[src/rtl/ps2_key_event_fifo_if.sv]
// ps2_key_event_fifo_if: byte-in / key-event-out bus between the PS/2 front end and the keyboard port.
interface ps2_key_event_fifo_if #(
    parameter int ADDR_W = 3
);
    logic [7:0]      rx_data;
    logic            rx_valid;
    logic            rd_en;
    logic            ovf_clr;
    logic [9:0]      rd_data;
    logic            empty;
    logic            full;
    logic [ADDR_W:0] count;
    logic            overflow;
    logic [7:0]      last_code;
    logic            key_down;

    modport master (
        output rx_data, rx_valid, rd_en, ovf_clr,
        input  rd_data, empty, full, count, overflow, last_code, key_down
    );

    modport slave (
        input  rx_data, rx_valid, rd_en, ovf_clr,
        output rd_data, empty, full, count, overflow, last_code, key_down
    );
endinterface

[src/rtl/ps2_key_event_fifo.sv]
// ps2_key_event_fifo: scan-code set 2 prefix decoder feeding a FWFT event FIFO,
// plus a self-clearing "last key held" register.
module ps2_key_event_fifo #(
    parameter int DEPTH       = 8,
    parameter int ADDR_W      = 3,
    parameter int HOLD_CYCLES = 2500000,
    parameter int HOLD_W      = 22
) (
    input logic                inclock,
    input logic                resetn,
    ps2_key_event_fifo_if.slave bus
);
    // bit 0 = extended prefix seen, bit 1 = break prefix seen
    typedef enum logic [1:0] {IDLE = 2'd0, EXT = 2'd1, BRK = 2'd2, EXT_BRK = 2'd3} state_t;

    state_t              state_q, state_d;
    logic [9:0]          mem_q [DEPTH];
    logic [9:0]          mem_d [DEPTH];
    logic [ADDR_W-1:0]   wr_ptr_q, wr_ptr_d, rd_ptr_q, rd_ptr_d;
    logic [ADDR_W:0]     count_q, count_d;
    logic                overflow_q, overflow_d;
    logic [7:0]          last_q, last_d;
    logic [HOLD_W-1:0]   hold_q, hold_d, hold_inc;
    logic                ev_valid, pop, push_ok, full, empty;
    logic [9:0]          ev_data;

    assign full  = count_q == (ADDR_W+1)'(DEPTH);
    assign empty = count_q == '0;
    assign pop   = bus.rd_en && !empty;
    assign push_ok = ev_valid && (!full || pop);
    assign hold_inc = &hold_q ? hold_q : hold_q + HOLD_W'(1);

    always_comb begin
        state_d  = state_q;
        ev_valid = 1'b0;
        ev_data  = {state_q[0], state_q[1], bus.rx_data};
        if (bus.rx_valid) begin
            if (bus.rx_data == 8'hE0) state_d = state_t'(state_q | EXT);
            else if (bus.rx_data == 8'hF0) state_d = state_t'(state_q | BRK);
            else begin
                ev_valid = 1'b1;
                state_d  = IDLE;
            end
        end
    end

    always_comb begin
        mem_d = mem_q;
        if (push_ok) mem_d[wr_ptr_q] = ev_data;
        wr_ptr_d   = push_ok ? wr_ptr_q + ADDR_W'(1) : wr_ptr_q;
        rd_ptr_d   = pop ? rd_ptr_q + ADDR_W'(1) : rd_ptr_q;
        count_d    = count_q + (ADDR_W+1)'(push_ok) - (ADDR_W+1)'(pop);
        overflow_d = (ev_valid && !push_ok) ? 1'b1 : bus.ovf_clr ? 1'b0 : overflow_q;
    end

    // a make in the same cycle as expiry takes priority over the clear
    always_comb begin
        last_d = last_q;
        hold_d = hold_inc;
        if (ev_valid && !ev_data[8]) begin
            last_d = ev_data[7:0];
            hold_d = '0;
        end else if (ev_valid && ev_data[7:0] == last_q) last_d = 8'h00;
        else if (HOLD_CYCLES != 0 && hold_inc >= HOLD_W'(HOLD_CYCLES)) last_d = 8'h00;
    end

    always_ff @(posedge inclock or negedge resetn) begin
        if (!resetn) begin
            state_q    <= IDLE;
            for (int i = 0; i < DEPTH; i++) mem_q[i] <= '0;
            wr_ptr_q   <= '0;
            rd_ptr_q   <= '0;
            count_q    <= '0;
            overflow_q <= 1'b0;
            last_q     <= 8'h00;
            hold_q     <= '0;
        end else begin
            state_q    <= state_d;
            mem_q      <= mem_d;
            wr_ptr_q   <= wr_ptr_d;
            rd_ptr_q   <= rd_ptr_d;
            count_q    <= count_d;
            overflow_q <= overflow_d;
            last_q     <= last_d;
            hold_q     <= hold_d;
        end
    end

    assign bus.rd_data   = mem_q[rd_ptr_q];
    assign bus.empty     = empty;
    assign bus.full      = full;
    assign bus.count     = count_q;
    assign bus.overflow  = overflow_q;
    assign bus.last_code = last_q;
    assign bus.key_down  = last_q != 8'h00;
endmodule

[src/flat_wrapper.sv]
// flat-port wrapper written by rule: the top's interface ports become plain ports
module ps2_key_event_fifo_flat 
#(
    parameter int DEPTH       = 8,
    parameter int ADDR_W      = 3,
    parameter int HOLD_CYCLES = 2500000,
    parameter int HOLD_W      = 22
)
  (inclock, resetn, bus_rx_data, bus_rx_valid, bus_rd_en, bus_ovf_clr, bus_rd_data, bus_empty, bus_full, bus_count, bus_overflow, bus_last_code, bus_key_down);
  ps2_key_event_fifo_if #(.ADDR_W(ADDR_W)) bus_i ();
  input logic inclock;
  input logic resetn;
  input wire logic [$bits(bus_i.rx_data)-1:0] bus_rx_data;
  input wire logic [$bits(bus_i.rx_valid)-1:0] bus_rx_valid;
  input wire logic [$bits(bus_i.rd_en)-1:0] bus_rd_en;
  input wire logic [$bits(bus_i.ovf_clr)-1:0] bus_ovf_clr;
  output wire logic [$bits(bus_i.rd_data)-1:0] bus_rd_data;
  output wire logic [$bits(bus_i.empty)-1:0] bus_empty;
  output wire logic [$bits(bus_i.full)-1:0] bus_full;
  output wire logic [$bits(bus_i.count)-1:0] bus_count;
  output wire logic [$bits(bus_i.overflow)-1:0] bus_overflow;
  output wire logic [$bits(bus_i.last_code)-1:0] bus_last_code;
  output wire logic [$bits(bus_i.key_down)-1:0] bus_key_down;
  assign bus_i.rx_data = bus_rx_data;
  assign bus_i.rx_valid = bus_rx_valid;
  assign bus_i.rd_en = bus_rd_en;
  assign bus_i.ovf_clr = bus_ovf_clr;
  assign bus_rd_data = bus_i.rd_data;
  assign bus_empty = bus_i.empty;
  assign bus_full = bus_i.full;
  assign bus_count = bus_i.count;
  assign bus_overflow = bus_i.overflow;
  assign bus_last_code = bus_i.last_code;
  assign bus_key_down = bus_i.key_down;
  ps2_key_event_fifo #(.DEPTH(DEPTH), .ADDR_W(ADDR_W), .HOLD_CYCLES(HOLD_CYCLES), .HOLD_W(HOLD_W)) u_core (.inclock(inclock), .resetn(resetn), .bus(bus_i));
endmodule
[config.mk]
export PLATFORM = sky130hd
export DESIGN_NAME = ps2_key_event_fifo_flat
export DESIGN_NICKNAME = d
export VERILOG_FILES = /design/src/rtl/ps2_key_event_fifo_if.sv /design/src/rtl/ps2_key_event_fifo.sv /design/src/flat_wrapper.sv
export SDC_FILE = /design/constraint.sdc
export NUM_CORES = 1
export LEC_CHECK = 0
export CAP_MARGIN = 20
export CORE_MARGIN = 4
export CORE_UTILIZATION = 54
export CTS_CLUSTER_DIAMETER = 100
export CTS_CLUSTER_SIZE = 10
export DETAILED_ROUTE_END_ITERATION = 12
export GPL_ROUTABILITY_DRIVEN = 0
export PLACE_DENSITY = 0.78
export SYNTH_ARGS = -nofsm -noshare
export SYNTH_HDL_FRONTEND = slang
export SYNTH_SLANG_ARGS = --single-unit
export TNS_END_PERCENT = 30
[constraint.sdc]
create_clock -name inclock -period 2.2 [get_ports inclock]
set_input_delay 0.33 -clock inclock [delete_from_list [all_inputs] [get_ports inclock]]
set_output_delay 0.33 -clock inclock [all_outputs]
set_load 0.05 [all_outputs]
* After elaboration in Yosys (flattened, before gate mapping) *
Cells that the tools add are included.

storage, ports and cells
  input port bits = 13
  output and inout port bits = 26
  word-level logic and storage cells = 69
  bits in registers = 123

operators by class
  muxes and demuxes = 18
  bitwise operators = 3
  eq/ne operators = 5
  magnitude comparators = 4
  reductions and logical operators = 18
  add/subtract/negate cells = 5

operators with widths
  kind                                                        number
  bitwise mux 80 bit                                          1
  2-to-1 mux 22 bit                                           2
  binary-select mux 10 bit (select 3 bit)                     1
  demux 10 bit (select 3 bit)                                 1
  2-to-1 mux 10 bit                                           3
  2-to-1 mux 8 bit                                            3
  adder 22 x 1 -> 22 bit (second input constant)              1
  greater-or-equal comparator 22 bit (second input constant)  1
  AND reduction 22 bit                                        1
  == test 8 bit (second input constant)                       2
  == test 8 bit                                               1
  greater-or-equal comparator 4 bit (second input constant)   2
  inverter 3 -> 4 bit                                         2
  nonzero test 8 bit                                          1
  adder 3 x 1 -> 3 bit (second input constant)                2
  logical AND 1 bit                                           6
  2-to-1 mux 1 bit                                            6
  adder 4 x 1 -> 4 bit                                        1
  == test 4 bit (second input constant)                       1
  zero test 1 bit                                             4
  zero test 4 bit                                             1
  < comparator 4 x 1 -> 1 bit (second input constant)         1
  AND reduction 2 bit                                         2
  subtractor 4 x 1 -> 4 bit                                   1
  6 further kinds                                             6

* Logic depth before layout (Yosys ltp) *
  word-level depth = 8
  gate-level depth with buffers = 11
  mapped depth without buffers = 11

* Worst setup path before layout *
No wires, ideal clock.

  path type = flip-flop to flip-flop
  start point = reg u_core.count_q[2], in the netlist u_core.bus.count[2]
  end point = reg u_core.mem_q[70] in the netlist's numbering
  library setup time = 0.125 ns
  data arrival time = 2.556 ns
  slack = -0.481 ns
  required time = 2.075 ns
  stages on the path, launching flop included = 8
  path buffers = 0
  period minus slack after synthesis = 2.681 ns
  cell sequence = dfrtp_1 -> inv_1 -> ha_1 -> and2_1 -> a21oi_4 -> nand2b_1 -> nor3_2 -> mux2_2

on the way
  elaborated cells on any way between the ends = 7
  classes of those cells = eq/ne: 1; reduce/logical: 6

RTL lines
  element                   RTL line                  text
  start, declared           ps2_key_event_fifo.sv:20  logic [ADDR_W:0] count_q, count_d;
  start signal, assigned    ps2_key_event_fifo.sv:82  count_q <= count_d;
  == test 4 bit             ps2_key_event_fifo.sv:27  assign full = count_q == (ADDR_W+1)'(DEPTH);
  named net bus_full        flat_wrapper.sv:19        output wire logic [$bits(bus_i.full)-1:0] bus_full;
  zero test 1 bit           ps2_key_event_fifo.sv:30  assign push_ok = ev_valid && (!full || pop);
  logical OR 1 bit          ps2_key_event_fifo.sv:30
  logical AND 1 bit         ps2_key_event_fifo.sv:30
  named net u_core.push_ok  ps2_key_event_fifo.sv:24  logic ev_valid, pop, push_ok, full, empty;
  end signal, assigned      ps2_key_event_fifo.sv:79  mem_q <= mem_d;
  end, declared             ps2_key_event_fifo.sv:17  logic [9:0] mem_q [DEPTH];

The timed path passes the listed nets, and every way through them passes these cells.
A chain may end at the register's enable or synchronous reset.

* Worst setup path after layout *
  start point = reg u_core.rd_ptr_q[0]
  end point = out bus_rd_data[2]

on the way
  word-level cells in the longest chain between the ends = 4

RTL lines
  element                                                RTL line                  text
  start, declared                                        ps2_key_event_fifo.sv:19  logic [ADDR_W-1:0] wr_ptr_q, wr_ptr_d, rd_ptr_q, rd_ptr_d;
  start signal, assigned                                 ps2_key_event_fifo.sv:81  rd_ptr_q <= rd_ptr_d;
  inverter 3 -> 4 bit (not written as such)              ps2_key_event_fifo.sv:89  assign bus.rd_data = mem_q[rd_ptr_q];
  binary-select mux 10 bit (select 3 bit)                ps2_key_event_fifo.sv:89
  2-to-1 mux 10 bit (not written as such) (2 in series)  ps2_key_event_fifo.sv:89
  end, declared                                          flat_wrapper.sv:17        output wire logic [$bits(bus_i.rd_data)-1:0] bus_rd_data;

Every way passes these cells. The select of a mux whose other input is x is not followed.

==> results.md <==
- Pin count of the biggest net entering global routing: 48
- Tcrit/Tclk final: 1.08
- Hold Vio Cnt, Final: 0
- Via count: 5057
- Worst Tran Pin Value: 0.694 ns
- Core Area: about 12000 um2
- CTS tree: done
- Leak Pwr: around 3.9 nW
- Fin crit period: 2.37 ns
- Ys flop type: dfrtp_1
- Overall Global Routing Usage: 0.270
- RSZ-0062 raised after global routing: true
- Antenna violations before repair: 0
- Filler Cell Count: 619
- Die extent in x: 118 um
- Max_slew headroom: 0.537
- Max Freq: 421 MHz
- Worst reg2reg startpoint: u_core.hold_q[20]$_DFF_PN0_
- Antenna-violating nets left: 0
- Setup Skew: around 0.011 ns
- DRT iter0 DRCs: ~500
- Nets: roughly 680
- Avg WL per Cell: around 23 um
- Worst R2R End: u_core.bus.last_code[5]$_DFFE_PN0P_
- Largest buffer count on any clock path: 2
- Pre-CTS WS: -0.412 ns
- Clock transition at path regs: 0.06 ns
- Vias in the first global route: between 5k and 6k
- First-pass GRT wire length: 29400 um
- Diodes inserted: 0
- DR pass1 iterations: 8
- Drt total wl: about 18000 um
- Max-cap violations: 0
- Mapped Area: ~6500 um2
- Peak supply drop: 1.33 mV
- Worst-path fanout max: 6
- Layout cell share with drive strength beyond 1: 0.479
- DR DRC count: 0
- Hold/Removal Path Class: input port to async pin
- Ys Warns: 0
- HPWL after DPL: 10700 um
- Cts bufs inserted: 17
- Reg2reg path depth: 10
- Status: finished with violations
- CP Capture Type: output port
- Worst skew pair latency: 0.42 ns
- Post-synthesis sequential area ratio: 0.475
- EDFF count, synth: 0
- Fin area: 8820 um2
- TNS Setup: -2.50 ns
- P&R area growth vs syn: 36.2%
- R2R Setup Slk: -0.12 ns
- Synth Net Count: 540
- WP data required: 1.87 ns
- Placement Cell Area: 7630 um2
- Initial Utilization: 0.560
- Clock Sinks: 123
- Final setup viols: 18
- Post-synthesis cell count: 517
- H-tree depth: 4
- Worst Slack Setup Final: -0.175 ns
- Global route overflow: 0
- Violated checks: setup timing
- Seq cells post-synth: between 100 and 150
- Port Buf Inserts: 38
- Die height: 118 um
- Num rows: 39
- Synth async-reset ratio: 1.00
- Clock root buffer: clkbuf_16
- Io pins: 39
- Power density cells: 1390 nW/um2
- Synthesized area per cell: 12.5 um2
- Netlist cell types: 74
- Critical path type: register to output port
- Slew Limit Fails: 0
- Drt via density: between 6 and 7
- CP arrival: 2.04 ns
- CP Launch Type: register
- Full die area: 13800 um2
-- flip-flops by register name (all words and copies together), names as in the netlist --
signal	count
u_core.bus.count	4
u_core.bus.last_code	8
u_core.bus.overflow	1
u_core.hold_q	22
u_core.mem_q	80
u_core.rd_ptr_q	3
u_core.state_q	2
u_core.wr_ptr_q	3
-- through the flow --
stage / utilization / hold slack (ns) / total power, W / std cells
floorplan: - / 0.0344 / 0.00691 / 517
detailed placement: 0.659 / 0.339 / 0.00839 / 758
finish: 0.762 / 0.436 / 0.0123 / 809
CTS: 0.743 / 0.435 / 0.0121 / 805
global placement: 0.659 / 0.337 / 0.00817 / 758
global route: 0.762 / 0.480 / 0.0128 / 809
-- cell usage in the layout (no fill, tap or decap), types with 4 or more instances in the layout --
| cell | synthesis | final |
|---|---|---|
| dfrtp_1 | 123 | 113 |
| buf_4 | 6 | 92 |
| mux2_2 | 72 | 53 |
| inv_1 | 25 | 24 |
| nand2_1 | 27 | 24 |
| clkdlybuf4s50_1 | 0 | 24 |
| nor2_1 | 22 | 21 |
| mux4_2 | 20 | 20 |
| mux2_4 | 0 | 19 |
| clkbuf_16 | 0 | 17 |
| xor2_1 | 16 | 16 |
| mux2_1 | 15 | 15 |
| buf_6 | 3 | 14 |
| a21oi_1 | 15 | 13 |
| xnor2_1 | 12 | 12 |
| dfrtp_2 | 0 | 10 |
| o21ai_0 | 9 | 9 |
| nand3_1 | 8 | 8 |
| nand4_1 | 8 | 8 |
| o21ai_2 | 0 | 8 |
| buf_12 | 0 | 7 |
| buf_8 | 0 | 7 |
| ha_1 | 9 | 6 |
| a31oi_1 | 5 | 5 |
| a32oi_2 | 0 | 5 |
| nand2_2 | 3 | 4 |
| nor3_4 | 2 | 4 |
| o22ai_1 | 4 | 4 |
| nor4_1 | 6 | 4 |
| nand2b_1 | 4 | 4 |
| a32oi_1 | 9 | 4 |
| clkinvlp_4 | 0 | 4 |
-- power breakdown --
group / total, W / internal [W] / leakage, nW / switching [W]
registers: 0.00373 / 0.00312 / 1.51 / 0.000603
clock network: 0.00283 / 0.00178 / 0.279 / 0.00105
logic: 0.00573 / 0.00295 / 2.13 / 0.00278
total: 0.0123 / 0.00785 / 3.92 / 0.00444
-- critical path, stage by stage (launching register included) --
cell and delay (ns):
dfrtp_2 0.38, buf_6 0.13, buf_12 0.14, mux4_2 0.52, mux2_4 0.30, buf_8 0.15
-- Yosys cell counts, types with 4 or more instances --
| library cell | count | share of area |
|---|---|---|
| dfrtp_1 | 123 | 0.48 |
| mux2_2 | 72 | 0.13 |
| nand2_1 | 27 | 0.016 |
| inv_1 | 25 | 0.014 |
| nor2_1 | 22 | 0.013 |
| mux4_2 | 20 | 0.070 |
| xor2_1 | 16 | 0.022 |
| a21oi_1 | 15 | 0.012 |
| mux2_1 | 15 | 0.026 |
| xnor2_1 | 12 | 0.016 |
| clkbuf_1 | 10 | 0.0058 |
| a32oi_1 | 9 | 0.012 |
| ha_1 | 9 | 0.017 |
| o21ai_0 | 9 | 0.0070 |
| nand3_1 | 8 | 0.0062 |
| nand4_1 | 8 | 0.0077 |
| o21ai_1 | 8 | 0.0062 |
| buf_4 | 6 | 0.0070 |
| nor4_1 | 6 | 0.0058 |
| a31oi_1 | 5 | 0.0048 |
| buf_2 | 4 | 0.0031 |
| nand2b_1 | 4 | 0.0039 |
| o22ai_1 | 4 | 0.0039 |
-- area by class of cell --
class | instances | area (um2) | area share
Inverter | 25 | 93.8 | 0.0106
Sequential cell | 123 | 3090 | 0.351
Clock inverter | 13 | 169 | 0.0192
Clock buffer | 18 | 429 | 0.0487
Tap cell | 143 | 179 | 0.0203
Timing Repair Buffer | 149 | 1440 | 0.163
Multi-Input combinational cell | 338 | 3420 | 0.388
-- what timing repair did --
item                                    4_1_cts  5_1_grt
hold buffers                                  1        0
endpoints found under the hold margin        33        0
pin swaps                                     6       10
gates cloned                                  3        0
endpoints found under the setup margin       49       55
setup buffers                                12        5
gates resized for setup                      55       43
-- per-layer routing --
metal,up-vias,track usage,share of wire
li1,2179,-,-
met1,2582,0.311,0.38
met2,223,0.466,0.53
met3,73,0.0649,0.047
met4,0,0.143,0.042
met5,-,0,0
-- worst max path at each step --
stage | slack [ns] | depth (start not counted) | start | endpoint
finish | -0.17 | 5 | u_core.rd_ptr_q[0]$_DFFE_PN0P_ | bus_rd_data[2]
global route | -0.24 | 5 | u_core.rd_ptr_q[0]$_DFFE_PN0P_ | bus_rd_data[1]
CTS | -0.17 | 5 | u_core.rd_ptr_q[0]$_DFFE_PN0P_ | bus_rd_data[9]
detailed placement | -0.41 | 8 | bus_rx_data[7] | u_core.mem_q[32]$_DFFE_PN0P_
global placement | -0.37 | 8 | bus_rx_data[7] | u_core.mem_q[32]$_DFFE_PN0P_
floorplan | -0.02 | 8 | u_core.bus.count[2]$_DFF_PN0_ | u_core.mem_q[20]$_DFFE_PN0P_
-- logic make-up after synthesis --
group           after synthesis  share of synthesized area
simple gates                119                      0.115
buf+inv                      56                     0.0456
compound gates               72                     0.0821
mux                         109                      0.224
flops                       123                      0.475
xor+xnor                     28                     0.0379
fa+ha+maj                    10                     0.0205
Note: power is estimated with default switching activity, not from simulation.
